File: src/rtl/mips_debug_unit_pkg.sv
// Shared command/response codes, controller state encoding and dump geometry
// for the byte-stream MIPS debug controller.
package mips_debug_unit_pkg;

    localparam logic [7:0] CMD_LOAD    = 8'h4C;
    localparam logic [7:0] CMD_RUN     = 8'h52;
    localparam logic [7:0] CMD_STEP    = 8'h53;
    localparam logic [7:0] CMD_DUMP    = 8'h44;
    localparam logic [7:0] CMD_RESET   = 8'h58;

    localparam logic [7:0] RSP_OK      = 8'h4B;
    localparam logic [7:0] RSP_HALT    = 8'h48;
    localparam logic [7:0] RSP_TIMEOUT = 8'h54;
    localparam logic [7:0] RSP_UNKNOWN = 8'h3F;

    // PC followed by the 32 general registers
    localparam int DUMP_WORDS = 33;

    typedef enum logic [3:0] {
        ST_IDLE,
        ST_LOAD_CNT,
        ST_LOAD_BYTE,
        ST_LOAD_WR,
        ST_RUN,
        ST_STEP,
        ST_RESP,
        ST_DUMP_RD,
        ST_DUMP_TX
    } dbg_state_e;

    function automatic logic accepts_rx(dbg_state_e s);
        return (s == ST_IDLE) || (s == ST_LOAD_CNT) || (s == ST_LOAD_BYTE);
    endfunction

endpackage

File: src/rtl/mips_debug_unit_tx_shifter.sv
// Serialises a 32-bit word MSB first (or a single byte held in the top byte)
// over a valid/ready byte link; done_o marks acceptance of the final byte.
module mips_debug_unit_tx_shifter (
    input  logic        clk,
    input  logic        rst_ni,
    input  logic        load_i,
    input  logic        one_byte_i,
    input  logic [31:0] word_i,
    output logic [7:0]  tx_data_o,
    output logic        tx_valid_o,
    input  logic        tx_ready_i,
    output logic        done_o
);

    logic [31:0] shift_q, shift_d;
    logic [2:0]  left_q, left_d;
    logic        valid_q, valid_d;

    always_comb begin
        shift_d = shift_q;
        left_d  = left_q;
        valid_d = valid_q;
        done_o  = valid_q && tx_ready_i && (left_q == 3'd1);
        // Data only moves on a completed handshake, so it is frozen under backpressure
        if (valid_q && tx_ready_i) begin
            shift_d = {shift_q[23:0], 8'h00};
            left_d  = left_q - 3'd1;
            if (left_q == 3'd1) begin
                valid_d = 1'b0;
            end
        end else if (load_i && !valid_q) begin
            shift_d = word_i;
            left_d  = one_byte_i ? 3'd1 : 3'd4;
            valid_d = 1'b1;
        end
    end

    always_ff @(posedge clk or negedge rst_ni) begin
        if (!rst_ni) begin
            shift_q <= 32'h0;
            left_q  <= 3'd0;
            valid_q <= 1'b0;
        end else begin
            shift_q <= shift_d;
            left_q  <= left_d;
            valid_q <= valid_d;
        end
    end

    assign tx_data_o  = shift_q[31:24];
    assign tx_valid_o = valid_q;

endmodule

File: src/rtl/mips_debug_unit.sv
// Host-link debug controller: loads instruction memory, runs/steps/resets the
// MIPS core and streams back PC plus register file after every stop.
module mips_debug_unit
    import mips_debug_unit_pkg::*;
#(
    parameter int IMEM_AW    = 8,
    parameter int MAX_CYCLES = 2000
) (
    input  logic               clk,
    input  logic               reset_n,
    input  logic [7:0]         rx_data,
    input  logic               rx_valid,
    output logic               rx_ready,
    output logic [7:0]         tx_data,
    output logic               tx_valid,
    input  logic               tx_ready,
    output logic               imem_we,
    output logic [IMEM_AW-1:0] imem_addr,
    output logic [31:0]        imem_wdata,
    output logic               cpu_reset,
    output logic               cpu_enable,
    input  logic               cpu_halt,
    input  logic [31:0]        cpu_pc,
    output logic [4:0]         reg_rd_addr,
    input  logic [31:0]        reg_rd_data
);

    localparam int CW = $clog2(MAX_CYCLES + 1);

    dbg_state_e         state_q, state_d;
    logic               rx_ready_q, rx_ready_d;
    logic               cpu_reset_q, cpu_reset_d;
    logic               cpu_enable_q, cpu_enable_d;
    logic [IMEM_AW-1:0] addr_q, addr_d;
    logic [31:0]        word_q, word_d;
    logic               imem_we_q, imem_we_d;
    logic [8:0]         words_left_q, words_left_d;
    logic [1:0]         byte_cnt_q, byte_cnt_d;
    logic [CW-1:0]      cyc_q, cyc_d;
    logic [7:0]         resp_q, resp_d;
    logic               resp_pend_q, resp_pend_d;
    logic               dump_after_q, dump_after_d;
    logic [31:0]        pc_q, pc_d;
    logic [5:0]         idx_q, idx_d;
    logic               rd_wait_q, rd_wait_d;
    logic [4:0]         reg_addr_q, reg_addr_d;

    logic               rx_fire;
    logic [CW-1:0]      cyc_inc;
    logic               start_resp;
    logic               start_dump;
    logic [7:0]         resp_code;
    logic               resp_then_dump;
    logic               sh_load;
    logic               sh_one;
    logic [31:0]        sh_word;
    logic               sh_done;

    assign rx_fire = rx_valid && rx_ready_q;
    assign cyc_inc = cyc_q + CW'(cpu_enable_q);

    always_comb begin
        state_d        = state_q;
        cpu_reset_d    = cpu_reset_q;
        cpu_enable_d   = cpu_enable_q;
        addr_d         = addr_q;
        word_d         = word_q;
        imem_we_d      = 1'b0;
        words_left_d   = words_left_q;
        byte_cnt_d     = byte_cnt_q;
        cyc_d          = cyc_q;
        resp_d         = resp_q;
        resp_pend_d    = 1'b0;
        dump_after_d   = dump_after_q;
        pc_d           = pc_q;
        idx_d          = idx_q;
        rd_wait_d      = rd_wait_q;
        reg_addr_d     = reg_addr_q;
        start_resp     = 1'b0;
        start_dump     = 1'b0;
        resp_code      = RSP_OK;
        resp_then_dump = 1'b0;
        sh_load        = 1'b0;
        sh_one         = 1'b0;
        sh_word        = 32'h0;

        case (state_q)
            ST_IDLE: begin
                if (rx_fire) begin
                    case (rx_data)
                        CMD_LOAD: begin
                            state_d     = ST_LOAD_CNT;
                            cpu_reset_d = 1'b1;
                            addr_d      = '0;
                        end
                        CMD_RUN: begin
                            state_d     = ST_RUN;
                            cpu_reset_d = 1'b0;
                            cyc_d       = '0;
                        end
                        CMD_STEP: begin
                            state_d      = ST_STEP;
                            cpu_reset_d  = 1'b0;
                            cpu_enable_d = 1'b1;
                        end
                        CMD_DUMP: begin
                            start_dump = 1'b1;
                        end
                        CMD_RESET: begin
                            cpu_reset_d = 1'b1;
                            start_resp  = 1'b1;
                        end
                        default: begin
                            start_resp = 1'b1;
                            resp_code  = RSP_UNKNOWN;
                        end
                    endcase
                end
            end
            ST_LOAD_CNT: begin
                if (rx_fire) begin
                    words_left_d = (rx_data == 8'h00) ? 9'd256 : {1'b0, rx_data};
                    byte_cnt_d   = 2'd0;
                    state_d      = ST_LOAD_BYTE;
                end
            end
            ST_LOAD_BYTE: begin
                if (rx_fire) begin
                    word_d     = {word_q[23:0], rx_data};
                    byte_cnt_d = byte_cnt_q + 2'd1;
                    if (byte_cnt_q == 2'd3) begin
                        imem_we_d = 1'b1;
                        state_d   = ST_LOAD_WR;
                    end
                end
            end
            ST_LOAD_WR: begin
                addr_d       = addr_q + IMEM_AW'(1);
                words_left_d = words_left_q - 9'd1;
                if (words_left_q == 9'd1) begin
                    start_resp = 1'b1;
                end else begin
                    state_d = ST_LOAD_BYTE;
                end
            end
            ST_RUN: begin
                // Halt is tested first so it wins a tie with the watchdog
                if (cpu_halt) begin
                    cpu_enable_d   = 1'b0;
                    start_resp     = 1'b1;
                    resp_code      = RSP_HALT;
                    resp_then_dump = 1'b1;
                end else if (cyc_inc == CW'(MAX_CYCLES)) begin
                    cpu_enable_d   = 1'b0;
                    start_resp     = 1'b1;
                    resp_code      = RSP_TIMEOUT;
                    resp_then_dump = 1'b1;
                end else begin
                    cpu_enable_d = 1'b1;
                    cyc_d        = cyc_inc;
                end
            end
            ST_STEP: begin
                cpu_enable_d   = 1'b0;
                start_resp     = 1'b1;
                resp_then_dump = 1'b1;
            end
            ST_RESP: begin
                if (resp_pend_q) begin
                    sh_load = 1'b1;
                    sh_one  = 1'b1;
                    sh_word = {resp_q, 24'h0};
                end else if (sh_done) begin
                    if (dump_after_q) begin
                        start_dump = 1'b1;
                    end else begin
                        state_d = ST_IDLE;
                    end
                end
            end
            ST_DUMP_RD: begin
                // Word 0 is the captured PC; register words wait one cycle for the read port
                if (idx_q == 6'd0) begin
                    sh_load = 1'b1;
                    sh_word = pc_q;
                    state_d = ST_DUMP_TX;
                end else if (!rd_wait_q) begin
                    rd_wait_d = 1'b1;
                end else begin
                    sh_load   = 1'b1;
                    sh_word   = reg_rd_data;
                    rd_wait_d = 1'b0;
                    state_d   = ST_DUMP_TX;
                end
            end
            ST_DUMP_TX: begin
                if (sh_done) begin
                    if (idx_q == 6'(DUMP_WORDS - 1)) begin
                        state_d = ST_IDLE;
                    end else begin
                        idx_d      = idx_q + 6'd1;
                        reg_addr_d = idx_q[4:0];
                        state_d    = ST_DUMP_RD;
                    end
                end
            end
            default: begin
                state_d = ST_IDLE;
            end
        endcase

        if (start_resp) begin
            state_d      = ST_RESP;
            resp_d       = resp_code;
            resp_pend_d  = 1'b1;
            dump_after_d = resp_then_dump;
        end
        if (start_dump) begin
            state_d    = ST_DUMP_RD;
            pc_d       = cpu_pc;
            idx_d      = 6'd0;
            reg_addr_d = 5'd0;
            rd_wait_d  = 1'b0;
        end

        rx_ready_d = accepts_rx(state_d);
    end

    always_ff @(posedge clk or negedge reset_n) begin
        if (!reset_n) begin
            state_q      <= ST_IDLE;
            rx_ready_q   <= 1'b0;
            cpu_reset_q  <= 1'b1;
            cpu_enable_q <= 1'b0;
            addr_q       <= '0;
            word_q       <= 32'h0;
            imem_we_q    <= 1'b0;
            words_left_q <= 9'd0;
            byte_cnt_q   <= 2'd0;
            cyc_q        <= '0;
            resp_q       <= 8'h00;
            resp_pend_q  <= 1'b0;
            dump_after_q <= 1'b0;
            pc_q         <= 32'h0;
            idx_q        <= 6'd0;
            rd_wait_q    <= 1'b0;
            reg_addr_q   <= 5'd0;
        end else begin
            state_q      <= state_d;
            rx_ready_q   <= rx_ready_d;
            cpu_reset_q  <= cpu_reset_d;
            cpu_enable_q <= cpu_enable_d;
            addr_q       <= addr_d;
            word_q       <= word_d;
            imem_we_q    <= imem_we_d;
            words_left_q <= words_left_d;
            byte_cnt_q   <= byte_cnt_d;
            cyc_q        <= cyc_d;
            resp_q       <= resp_d;
            resp_pend_q  <= resp_pend_d;
            dump_after_q <= dump_after_d;
            pc_q         <= pc_d;
            idx_q        <= idx_d;
            rd_wait_q    <= rd_wait_d;
            reg_addr_q   <= reg_addr_d;
        end
    end

    mips_debug_unit_tx_shifter u_tx_shifter (
        .clk        (clk),
        .rst_ni     (reset_n),
        .load_i     (sh_load),
        .one_byte_i (sh_one),
        .word_i     (sh_word),
        .tx_data_o  (tx_data),
        .tx_valid_o (tx_valid),
        .tx_ready_i (tx_ready),
        .done_o     (sh_done)
    );

    assign rx_ready    = rx_ready_q;
    assign imem_we     = imem_we_q;
    assign imem_addr   = addr_q;
    assign imem_wdata  = word_q;
    assign cpu_reset   = cpu_reset_q;
    assign cpu_enable  = cpu_enable_q;
    assign reg_rd_addr = reg_addr_q;

endmodule

File: config.mk
export PLATFORM = sky130hd
export DESIGN_NAME = mips_debug_unit
export DESIGN_NICKNAME = d
export VERILOG_FILES = /design/src/rtl/mips_debug_unit_pkg.sv /design/src/rtl/mips_debug_unit_tx_shifter.sv /design/src/rtl/mips_debug_unit.sv
export SDC_FILE = /design/constraint.sdc
export NUM_CORES = 1
export LEC_CHECK = 0
export CORE_UTILIZATION = 45
export CTS_CLUSTER_DIAMETER = 80
export CTS_CLUSTER_SIZE = 28
export DETAILED_ROUTE_END_ITERATION = 16
export PLACE_DENSITY = 0.81
export SLEW_MARGIN = 5
export SYNTH_ARGS = -nofsm -noshare
export SYNTH_HDL_FRONTEND = slang
export SYNTH_SLANG_ARGS = --single-unit
File: constraint.sdc
create_clock -name clk -period 2.79 [get_ports clk]
set_input_delay 0.837 -clock clk [delete_from_list [all_inputs] [get_ports clk]]
set_output_delay 0.837 -clock clk [all_outputs]
set_load 0.05 [all_outputs]
* After elaboration in Yosys (flattened, before gate mapping)
Index checks and enable logic that the tools add are counted.
** Word-level totals
- Bits in registers :: 160
- Latch bits :: 0
- Bits in writable memories :: 0
- Bits in read-only memories :: 0
- Input bits :: 77
- Output and inout bits :: 58
- Word-level logic and storage cells :: 180
- Memories kept :: 0
** Operators by class
- Add/sub/neg operators :: 6
- Multiply operators :: 0
- Div/mod/pow operators :: 0
- Order comparisons :: 0
- Equality and inequality tests :: 31
- Shift operators :: 0
- Mux-type cells :: 87
- Bitwise logic cells :: 0
- Reduce and logical (&&, ||, !) cells :: 36
** Operators by type and width (count)
- two-way mux 32 bit :: 5
- one-hot mux 32 bit (2 select lines) :: 1
- two-way mux 4 bit :: 13
- two-way mux 11 bit :: 4
- equality test 8 x 7 -> 1 bit (second input constant) :: 5
- one-hot mux 4 bit (8 select lines) :: 1
- two-way mux 5 bit :: 6
- two-way mux 1 bit :: 29
- two-way mux 6 bit :: 4
- inequality test 2 bit (second input constant) :: 11
- one-hot mux 11 bit (2 select lines) :: 1
- two-way mux 9 bit :: 2
- one-hot mux 9 bit (2 select lines) :: 1
- nonzero test 2 bit :: 9
- equality test 4 x 3 -> 1 bit (second input constant) :: 4
- two-way mux 8 bit :: 2
- one-hot mux 8 bit (2 select lines) :: 1
- AND reduction 3 bit :: 5
- two-way mux 7 bit :: 2
- one-hot mux 7 bit (2 select lines) :: 1
- equality test 4 x 2 -> 1 bit (second input constant) :: 3
- two-way mux 3 bit :: 4
- one-hot mux 4 bit (3 select lines) :: 1
- adder 11 x 1 -> 11 bit :: 1
- other kinds (29) :: 44

* Logic depth before layout (Yosys ltp)
Gate-level depths: netlist of the first run.
- Word-level depth :: 10
- Mapped depth :: 10

* By module
A second synthesis of the first run with hierarchy kept.
** Unflattened totals
- Cell total of the unflattened synthesis :: 886
- Area, all modules :: 8171.6 um^2
** Modules (own cells, without submodules)
- mips_debug_unit :: times used 1, cells an instance 682, area an instance 6005.8 um^2, seq. area each 3029.2 um^2
- mips_debug_unit_tx_shifter :: times used 1, cells an instance 204, area an instance 2165.8 um^2, seq. area each 900.9 um^2

* Least setup slack after synthesis of the first run
No wires, ideal clock.
- Path kind :: register to register
- From :: reg cpu_enable_q, in the netlist cpu_enable
- To :: reg cyc_q[6]
- Setup time :: 0.126 ns
- Arrival :: 2.611 ns
- Data required time :: 2.664 ns
- Path slack :: 0.053 ns
- Cell stages (with the launch flop) :: 10
- Path buffers :: 1
- Period minus slack after synthesis :: 2.737 ns
- Path through :: dfrtp_1 -> ha_1 -> ha_1 -> nor4bb_1 -> and3_1 -> nand3_1 -> a211o_4 -> and2_4 -> buf_6 -> a221o_1
** Between the ends
- Cells in the longest elaborated chain, start to end :: 4
** RTL lines
- start: declaration :: RTL line mips_debug_unit.sv:33 : logic cpu_enable_q, cpu_enable_d;
- start signal: assignment :: RTL line mips_debug_unit.sv:252 : cpu_enable_q <= cpu_enable_d;
- adder 11 x 1 -> 11 bit (*) :: RTL line mips_debug_unit.sv:60 : assign cyc_inc = cyc_q + CW'(cpu_enable_q);
- equality test 11 bit / two-way mux 11 bit (equally long branches) :: RTL line mips_debug_unit.sv:153 : end else if (cyc_inc == CW'(MAX_CYCLES)) begin
- inequality test 2 bit (no line) / two-way mux 11 bit (equally long branches)
- AND reduction 5 bit (no line) / one-hot mux 11 bit (2 select lines) (equally long branches)
- end signal: assignment :: RTL line mips_debug_unit.sv:258 : cyc_q <= cyc_d;
- end: declaration :: RTL line mips_debug_unit.sv:39 : logic [CW-1:0] cyc_q, cyc_d;
Every way passes the cells marked *; elsewhere a longest branch is shown, timed or not. The select of a mux whose other input is x is not followed.
A chain may end at the register's enable or synchronous reset.

* Final worst setup path of the first run
- From :: reg u_tx_shifter.valid_q, in the netlist u_tx_shifter.tx_valid_o
- To :: out tx_valid
** RTL lines
- start: declaration :: RTL line mips_debug_unit_tx_shifter.sv:17 : logic valid_q, valid_d;
- start signal: assignment :: RTL line mips_debug_unit_tx_shifter.sv:46 : valid_q <= valid_d;
- end: declaration :: RTL line mips_debug_unit.sv:15 : output logic tx_valid,
No word-level cell between the ends.

==> run summary, run 1 <==
Result of the run: finished, final reports clean
Library cell with the highest instance count after synthesis: dfrtp_1
Area share of and/or/nand/nor cells after synthesis: 0.180
Max Root-Sink Buffers: 2
Count of distinct cell types in the synthesized netlist: 74
Number of clock buffers inserted by TritonCTS: 17
Synth warn: 0
Placed instance area: 9460 um2
Setup slack on the worst flop-to-flop path: 110 ps
Final critical-path required period: 2750 ps
Worst-margin pin slew: 953 ps
Top cells by area, synth: dfrtp_1 (50%), mux2_2 (7.0%), nand2_1 (4.9%), mux2_1 (2.3%), nor2_1 (2.3%)
Most used flip-flop cell after synthesis: dfrtp_1
Critical path startpoint: u_tx_shifter.tx_valid_o
Syn Std Cell Area: 7740 um2
Maximum single-stage delay on the critical path: 930 ps
Total setup violations reported at the end of the flow: 0
Worst-path cell with the longest stage delay: clkdlybuf4s50_1
Adder-cell share of the synthesized area: 0.0162
Routed len/inst: 17.1 um
Total of max-cap violations: 0
TritonCTS Sinks: 157
Tcrit/Tclk final: 0.984
Setup TNS: 0 ps
Buffers and inverters on the worst path: 1
Antenna violations before repair: 0
Vias per cell: 5.59
Total stage count of the critical path: 1
RePlAce Congestion: 0.843
Share of synthesized registers carrying an async set or reset: 1.00
Reg-to-Reg End: resp_q[4]
Data required, critical path: 1950 ps
Type of the worst min-delay path: in -> async
Later-pin clock latency in the skew report: 430 ps
Path depth of the worst reg2reg path: 9
Worst setup endpoint: tx_valid
Final hold violation count: 0
Area Overhead vs Synth: 29.3%
Worst R2R Start: cpu_enable
Max IR drop VDD: 0.559 mV
First-pass GRT wire length: 31.7 mm
Top delay family on crit path: buffers and inverters
Largest fanout on the critical path: 10
Post-synthesis register bit count: 157
Fraction of final layout cells with drive strength greater than 1: 0.166
Sum of overflow across all layers after global routing: 0
Worst clock skew: 8.78 ps
DP Wirelength: 13.4 mm
Dominant combinational cell family by area after synthesis: simple AND/OR/NAND/NOR gates
Proportion of synthesized area in mux cells: 0.0931
Full die area: 17700 um2
Share of synthesized area occupied by flip-flops and latches: 0.508
Count of input and output buffers: 134
Total inserted antenna cells: 0
Area fraction in compound gates after synthesis: 0.143
Final max-slew violation count: 0
TritonCTS clock tree: built
Post-synth top cells: dfrtp_1 (156), nand2_1 (101), mux2_2 (48)
Post-synth top area cell: dfrtp_1
Io pins: 135
Placed cells: 1089
Iteration-0 DRC count of the detailed router: 499
Total number of placement rows: 47
Cells after synthesis: 745
Setup ws final: 43.7 ps
Type of element launching the critical path: register
Filler-free cell count of the finished design: 1120
Placement Setup Slack: -336 ps
Number of H-tree branching levels: 4
Post-detailed-route DRC marker count: 0
Overall routed net length: 19.1 mm
Syn nets: 832
Max Freq: 364 MHz
Parity-gate share of the synthesized area counting xor and xnor cells: 0.0113
Worst setup path class: reg -> out
Tightest hold margin: 374 ps
Post-layout nets: 977
Initial DRT Pass Iterations: 7
Die outline width: 133 um
Pin count of the biggest net entering global routing: 54
Routed Antenna Nets: 0
Area share of the largest cell type after synthesis: 0.504
P_leak: 4.34 nW
Fillers: 1385
Post-CTS clock slew at the launch and capture registers of the worst setup and hold paths: 60 ps
Number of synthesized flops with an enable pin: 0
Total core area: 16700 um2
Post-Syn Area per Cell: 10.4 um2
Tot GR Track Use: 0.226
Vias: 6258
Final instance area: 10000 um2
CP arrival: 1910 ps
Crit path capture type: output port
Crit-path cells: clkdlybuf4s50_1
Relative slew slack: 0.360
Die height: 133 um
Power per standard cell area: 1020 nW/um2
Vias in the first global route: 6321
Clock root cell: clkbuf_16
Effective utilization at floorplan: 0.463
## report_power, final
part           switching, mW  internal, mW  total (mW)  leakage, nW
Sequential             0.695          3.10        3.79         1.98
Combinational           2.55          1.67        4.22         2.10
Clock                  0.889          1.26        2.15        0.255
## cell families (layout without fill, tap and decap cells)
| family | after synthesis | after routing |
|---|---|---|
| buffers and inverters | 70 | 225 |
| flip-flops | 157 | 157 |
| AO/OA/AOI/OAI | 160 | 160 |
| multiplexers | 64 | 64 |
| AND/OR/NAND/NOR | 274 | 274 |
| adder cells (fa/ha/maj) | 10 | 10 |
| XOR/XNOR | 10 | 10 |
## per-stage QoR
| stage | power, mW | util |
|---|---|---|
| after floorplan | 6.64 | - |
| after global placement | 7.88 | 0.566 |
| after detailed placement | 8.02 | 0.566 |
| after CTS | 10.2 | 0.598 |
| after global routing | 10.7 | 0.599 |
| final | 10.2 | 0.599 |
## routing by layer
layer | share of wire | vias to the layer above | wire, um | GRT usage
met1 | 0.46 | 3075 | 8770 | 0.308
met3 | 0.045 | 25 | 852 | 0.0453
met4 | 0.018 | 0 | 336 | 0.0802
li1 | - | 2980 | - | -
met2 | 0.48 | 178 | 9150 | 0.361
met5 | 0 | - | 0 | 0
## cells in the final DEF, fill, tap and decap left out, types with 5 or more instances in the layout
cell type	synthesis	routed
a222oi_1	7	7
nand2b_1	6	6
a22oi_1	6	6
o211ai_1	6	6
a31oi_1	20	20
and3_1	10	10
a21oi_1	35	35
xnor2_1	6	6
o21ai_0	26	26
dfrtp_1	156	156
buf_12	0	5
mux2_2	48	48
o21ai_1	9	9
nand4_1	10	10
buf_4	9	41
inv_1	15	15
and2_1	6	6
mux2_1	16	16
ha_1	10	10
clkdlybuf4s50_1	0	133
a221o_1	9	9
a22o_1	6	6
nand2_1	101	101
nand3_1	35	35
clkbuf_16	0	17
nor3_1	13	13
nor2_1	47	47
## registers in the layout, summed over array words and instances (netlist names), 6 cells and up
signal,count
cyc_q,11
idx_q,6
imem_addr,8
imem_wdata,32
pc_q,32
u_tx_shifter.shift_q,32
words_left_q,9
## timing repair
item | in CTS | in global routing
hold buffers | 0 | 0
buffers inserted | 0 | 2
gates resized for setup | 0 | 1
endpoints found under the setup margin | 0 | 5
## worst min path at each step
stage                         start      endpoint  slack [ps]  cells after the start
after floorplan           resp_q[5]     resp_q[5]         450                      1
after global placement    cpu_reset     cpu_reset         440                      2
after detailed placement  cpu_reset     cpu_reset         460                      2
after CTS                   reset_n  imem_addr[5]         380                      1
after global routing        reset_n  imem_addr[6]         400                      1
final                       reset_n  imem_addr[6]         370                      1
## cell type report
class | instances | area (um2) | area share
timing repair buffer | 180 | 1750 | 0.175
inverter | 16 | 60.1 | 0.00600
clock buffer | 23 | 468 | 0.0468
clock inverter | 6 | 63.8 | 0.00638
multi-input combinational | 518 | 3460 | 0.346
sequential | 157 | 3930 | 0.393
tap | 220 | 275 | 0.0275
(Power assumes the default switching activity.)
==> run 2, diff against run 1 <==
--- a/config.mk
+++ b/config.mk
@@ -10,6 +10,7 @@
 export CTS_CLUSTER_SIZE = 28
 export DETAILED_ROUTE_END_ITERATION = 16
 export PLACE_DENSITY = 0.81
+export SETUP_SLACK_MARGIN = 0.15
 export SLEW_MARGIN = 5
 export SYNTH_ARGS = -nofsm -noshare
 export SYNTH_HDL_FRONTEND = slang
==> run 2 against run 1 <==
- critical path depth grew 8
- global-route usage shrank 0.33 points
- non-clock buffer count shrank 6
- combinational power grew 2%
- critical endpoint is now resp_q[4]
- critical path type is now reg -> reg
- highest routed layer unchanged
- first-iteration DRC count grew 11%
- largest cell class unchanged
- maximum frequency grew 5.4%
==> run summary, run 2 (synthesized netlist as in run 1, its figures left out) <==
Result of the run: finished, final reports clean (unchanged)
TritonCTS clock tree: built (unchanged)
Post-layout nets: 972 (was 977)
Relative slew slack: 0.583 (was 0.360)
Max IR drop VDD: 0.555 mV (was 0.559 mV)
Total power: 10.4 mW (was 10.2 mW)
Tcrit/Tclk final: 0.934 (was 0.984)
Worst-margin pin slew: 617 ps (was 953 ps)
Total setup violations reported at the end of the flow: 0 (unchanged)
Full die area: 17700 um2 (unchanged)
Pin count of the biggest net entering global routing: 55 (was 54)
Placed instance area: 9410 um2 (was 9460 um2)
Sum of overflow across all layers after global routing: 0 (unchanged)
Share of the core filled with cells: 0.605 (was 0.599)
Post-CTS clock slew at the launch and capture registers of the worst setup and hold paths: 60 ps (about the same)
Data required, critical path: 3100 ps (was 1950 ps)
Final hold violation count: 0 (unchanged)
Vias in the first global route: 6188 (was 6321)
Final instance area: 10100 um2 (was 10000 um2)
Post-detailed-route DRC marker count: 0 (unchanged)
Most frequent cells in the layout: dfrtp_1 (155), clkdlybuf4s50_1 (131), nand2_1 (101) (was dfrtp_1 (156), clkdlybuf4s50_1 (133), nand2_1 (101))
Die height: 133 um (unchanged)
Routed len/inst: 17.1 um (about the same)
Area Overhead vs Synth: 30.6% (was 29.3%)
First-pass GRT wire length: 31.1 mm (was 31.7 mm)
Total of max-cap violations: 0 (unchanged)
Critical path startpoint: cpu_enable (was u_tx_shifter.tx_valid_o)
Count of input and output buffers: 134 (unchanged)
Clock root cell: clkbuf_16 (unchanged)
Initial DRT Pass Iterations: 5 (was 7)
Power per standard cell area: 1030 nW/um2 (was 1020 nW/um2)
Combined area of the multi-input logic cells: 3530 um2 (was 3460 um2)
Overall routed net length: 19.1 mm (about the same)
Antenna violations before repair: 0 (unchanged)
Total inserted antenna cells: 0 (unchanged)
Max Root-Sink Buffers: 2 (unchanged)
Fraction of final layout cells with drive strength greater than 1: 0.177 (was 0.166)
Later-pin clock latency in the skew report: 420 ps (was 430 ps)
Total core area: 16700 um2 (unchanged)
Largest fanout on the critical path: 5 (was 10)
Unrepaired setup endpoints after global routing: true
Number of H-tree branching levels: 4 (unchanged)
Final critical-path required period: 2610 ps (was 2750 ps)
Worst setup path class: reg -> reg (was reg -> out)
Total number of placement rows: 47 (unchanged)
RePlAce Congestion: 0.843 (about the same)
Worst R2R Start: cpu_enable (unchanged)
Fillers: 1361 (was 1385)
Number of clock buffers inserted by TritonCTS: 17 (unchanged)
Tot GR Track Use: 0.223 (was 0.226)
Crit path capture type: register (was output port)
Placement Setup Slack: -355 ps (was -336 ps)
Die outline width: 133 um (unchanged)
Routed Antenna Nets: 0 (unchanged)
P_leak: 4.36 nW (was 4.34 nW)
Type of element launching the critical path: register (unchanged)
Vias per cell: 5.63 (was 5.59)
Setup ws final: 184 ps (was 43.7 ps)
Final max-slew violation count: 0 (unchanged)
FF+latch area: 3930 um2 (about the same)
Io pins: 135 (unchanged)
Effective utilization at floorplan: 0.463 (unchanged)
Max Freq: 384 MHz (was 364 MHz)
CP arrival: 2910 ps (was 1910 ps)
Worst clock skew: 10.7 ps (was 8.78 ps)
TritonCTS Sinks: 157 (unchanged)
Vias: 6290 (was 6258)
Iteration-0 DRC count of the detailed router: 555 (was 499)
DP Wirelength: 13.1 mm (was 13.4 mm)
Most common cell after layout, fill and taps aside: dfrtp_1 (unchanged)
Tightest hold margin: 361 ps (was 374 ps)
Type of the worst min-delay path: in -> async (unchanged)
-- run 2: report_power, final --
part / leakage (nW) / internal [mW] / switching (mW)
combinational: 2.09 / 1.70 / 2.60
sequential: 1.98 / 3.10 / 0.674
clock: 0.299 / 1.46 / 0.902
-- run 2: worst max-delay path: stages, from the launching register on --
cell	delay, ps
dfrtp_2	420
ha_2	210
ha_4	220
nor4bb_2	310
and3_1	230
nand3_2	110
a211o_4	310
o211a_4	250
buf_4	150
a211o_1	280
-- run 2: per-stage QoR --
stage,instances,setup TNS [ps]
after floorplan,745,0
after global placement,1084,-9180
after detailed placement,1084,-11180
after CTS,1117,0
after global routing,1118,0
final,1118,0
-- run 2: layout make-up --
class | count | area share
multi-input combinational | 519 | 0.349
inverter | 16 | 0.00594
tap | 220 | 0.0272
sequential | 157 | 0.389
clock inverter | 8 | 0.0102
timing repair buffer | 174 | 0.168
clock buffer | 24 | 0.0506
-- run 2: path summary, 6_finish.rpt --
kind	end	slack [ps]	depth (start not counted)
min in group clk	cpu_reset	470	2
max	resp_q[4]	180	9
min reg2reg	cpu_reset	470	2
min	imem_addr[6]	360	1
max in group asynchronous	cpu_reset	1700	2
max reg2reg	resp_q[4]	180	9
-- run 2: timing repair --
item,CTS,global route
pin swaps,5,6
hold buffers,0,0
setup buffers,0,1
gates resized for setup,5,13
endpoints found under the setup margin,5,49
gates cloned,1,0
-- run 2: layer usage --
| metal | share of wire | track usage | up-vias |
|---|---|---|---|
| met4 | 0.026 | 0.0928 | 0 |
| met5 | 0 | 0 | - |
| met1 | 0.46 | 0.305 | 3066 |
| li1 | - | - | 2974 |
| met3 | 0.046 | 0.0411 | 42 |
| met2 | 0.47 | 0.351 | 208 |
==> run 3, diff against run 2 <==
--- a/config.mk
+++ b/config.mk
@@ -10,8 +10,8 @@
 export CTS_CLUSTER_SIZE = 28
 export DETAILED_ROUTE_END_ITERATION = 16
 export PLACE_DENSITY = 0.81
+export RECOVER_POWER = 100
 export SETUP_SLACK_MARGIN = 0.15
-export SLEW_MARGIN = 5
 export SYNTH_ARGS = -nofsm -noshare
 export SYNTH_HDL_FRONTEND = slang
 export SYNTH_SLANG_ARGS = --single-unit
==> constraint.sdc (replaced) <==
create_clock -name clk -period 3.3 [get_ports clk]
set_input_delay 0.99 -clock clk [delete_from_list [all_inputs] [get_ports clk]]
set_output_delay 0.99 -clock clk [all_outputs]
set_load 0.05 [all_outputs]
==> run 3 against run 2 <==
- the flow now finishes with violations (max-capacitance violations, max-slew violations)
- sequential power decreased by 15%
- global-route usage is 0.13 points lower
- wire length is 1.7% lower
- non-clock buffer count shrank 10
- critical path depth down 2
- highest routed layer unchanged
==> run summary, run 3 (synthesized netlist as in run 1, its figures left out) <==
Result of the run: finished, violations left (was finished, final reports clean)
Violations in the final reports: max-capacitance violations, max-slew violations
Clock root cell: clkbuf_16 (unchanged)
Worst-margin pin slew: 1720 ps (was 617 ps)
Post-CTS clock slew at the launch and capture registers of the worst setup and hold paths: 60 ps (about the same)
Total core area: 16700 um2 (unchanged)
Total of max-cap violations: 1 (was 0)
Unrepaired setup endpoints after global routing: false (was true)
Routed len/inst: 17.0 um (was 17.1 um)
TritonCTS Sinks: 157 (unchanged)
Final hold violation count: 0 (unchanged)
Setup TNS: 0 ps (unchanged)
Filler-free cell count of the finished design: 1106 (was 1118)
Relative slew slack: -0.147 (was 0.583)
Worst clock skew: 7.20 ps (was 10.7 ps)
Initial DRT Pass Iterations: 5 (unchanged)
First-pass GRT wire length: 30.9 mm (was 31.1 mm)
Largest fanout on the critical path: 5 (unchanged)
Combinational Power Share: 0.394 (was 0.412)
Type of element launching the critical path: input port (was register)
Max Freq: 330 MHz
Critical path startpoint: rx_data[5] (was cpu_enable)
Total number of placement rows: 47 (unchanged)
Internal cell power: 5.09 mW (was 6.26 mW)
Final instance area: 9820 um2 (was 10100 um2)
RePlAce Congestion: 0.834 (was 0.843)
CP arrival: 3330 ps (was 2910 ps)
Share of the core filled with cells: 0.588 (was 0.605)
Worst setup path class: in -> reg (was reg -> reg)
Total setup buffers inserted after CTS: 0 (unchanged)
Die outline width: 133 um (unchanged)
Share of total power consumed by net switching: 0.406 (was 0.400)
Post-layout nets: 961 (was 972)
Cells resized by post-CTS repair: 0 (was 5)
Placed instance area: 9310 um2 (was 9410 um2)
TritonCTS clock tree: built (unchanged)
Iteration-0 DRC count of the detailed router: 506 (was 555)
Effective utilization at floorplan: 0.463 (unchanged)
Vias in the first global route: 6175 (was 6188)
Most common cell after layout, fill and taps aside: dfrtp_1 (unchanged)
Vias: 6194 (was 6290)
DP Wirelength: 12.8 mm (was 13.1 mm)
Total setup violations reported at the end of the flow: 0 (unchanged)
Final max-slew violation count: 71 (was 0)
Number of clock buffers inserted by TritonCTS: 17 (unchanged)
Reg-to-Reg End: resp_q[4] (unchanged)
Max IR drop VDD: 0.464 mV (was 0.555 mV)
Tot GR Track Use: 0.222 (was 0.223)
Power per standard cell area: 873 nW/um2 (was 1030 nW/um2)
NetSw: 3.48 mW (was 4.17 mW)
Most frequent cells in the layout: dfrtp_1 (156), nand2_1 (101), clkdlybuf4s50_1 (73) (was dfrtp_1 (155), clkdlybuf4s50_1 (131), nand2_1 (101))
Sequential power share: 0.373 (was 0.361)
Placed cells: 1075 (was 1084)
Vias per cell: 5.60 (was 5.63)
Number of H-tree branching levels: 4 (unchanged)
Full die area: 17700 um2 (unchanged)
Fraction of final layout cells with drive strength greater than 1: 0.139 (was 0.177)
Antenna violations before repair: 0 (unchanged)
Overall routed net length: 18.8 mm (was 19.1 mm)
Post-detailed-route DRC marker count: 0 (unchanged)
Count of input and output buffers: 134 (unchanged)
Number of buffers inserted for hold repair after clock tree synthesis: 0 (unchanged)
Area Overhead vs Synth: 26.8% (was 30.6%)
Total power: 8.57 mW (was 10.4 mW)
Worst R2R Start: cpu_enable (unchanged)
Path depth of the worst reg2reg path: 9 (unchanged)
Tcrit/Tclk final: 0.919
Die height: 133 um (unchanged)
Pin count of the biggest net entering global routing: 71 (was 55)
P_leak: 4.33 nW (was 4.36 nW)
Data required, critical path: 3590 ps (was 3100 ps)
Later-pin clock latency in the skew report: 430 ps (was 420 ps)
Setup slack on the worst flop-to-flop path: 380 ps (was 180 ps)
Final critical-path required period: 3030 ps
Clock Power Share: 0.233 (was 0.227)
Total inserted antenna cells: 0 (unchanged)
Type of the worst min-delay path: reg -> reg (was in -> async)
Sum of overflow across all layers after global routing: 0 (unchanged)
Crit path capture type: register (unchanged)
Routed Antenna Nets: 0 (unchanged)
Io pins: 135 (unchanged)
Worst setup endpoint: resp_q[6] (was resp_q[4])
Max Root-Sink Buffers: 2 (unchanged)
-- run 3: how the worst min path moves through the flow --
stage | start | to | slack (ps) | cells past startpoint
2_1_floorplan | resp_q[5] | resp_q[5] | 450 | 1
3_3_place_gp | cpu_reset | cpu_reset | 440 | 2
3_5_place_dp | cpu_reset | cpu_reset | 450 | 2
4_1_cts | cpu_reset | cpu_reset | 460 | 2
5_1_grt | cpu_reset | cpu_reset | 510 | 2
6_report | cpu_reset | cpu_reset | 460 | 2
-- run 3: layer usage --
| layer | track usage | wire (um) | part of all wire | up-vias |
|---|---|---|---|---|
| met5 | 0 | 0 | 0 | - |
| met4 | 0.0789 | 325 | 0.017 | 0 |
| met3 | 0.0476 | 918 | 0.049 | 25 |
| met2 | 0.351 | 9020 | 0.48 | 154 |
| met1 | 0.302 | 8490 | 0.45 | 3072 |
| li1 | - | - | - | 2943 |
-- run 3: critical path, stage by stage --
cell and delay (ps):
dlygate4sd3_1 580, or4_1 530, or3_1 400, a31oi_1 270
o211a_4 230, clkbuf_1 220, a21oi_1 110
-- run 3: power by group through the flow --
stage / Combinational [mW] / Sequential, mW / Clock, mW
2_1_floorplan: 1.78 / 3.84 / 0
3_3_place_gp: 3.42 / 3.19 / 0
3_5_place_dp: 3.50 / 3.22 / 0
4_1_cts: 3.53 / 3.20 / 2.03
5_1_grt: 3.63 / 3.30 / 2.10
6_report: 3.38 / 3.20 / 2.00
-- run 3: through the flow --
stage | hold slack, ps | setup slack [ps]
floorplan | 450 | 563
CTS | 463 | 402
global route | 505 | 175
detailed placement | 453 | 3.48
global placement | 442 | 43.6
finish | 462 | 266
-- run 3: area by class of cell --
type                    count  area (um2)
inverters                  16        60.1
clock buffers              20         457
repair buffers            164        1550
flip-flops and latches    157        3930
fillers                  1402        6890
multi-input cells         518        3400
well taps                 220         275
clock inverters            11         141
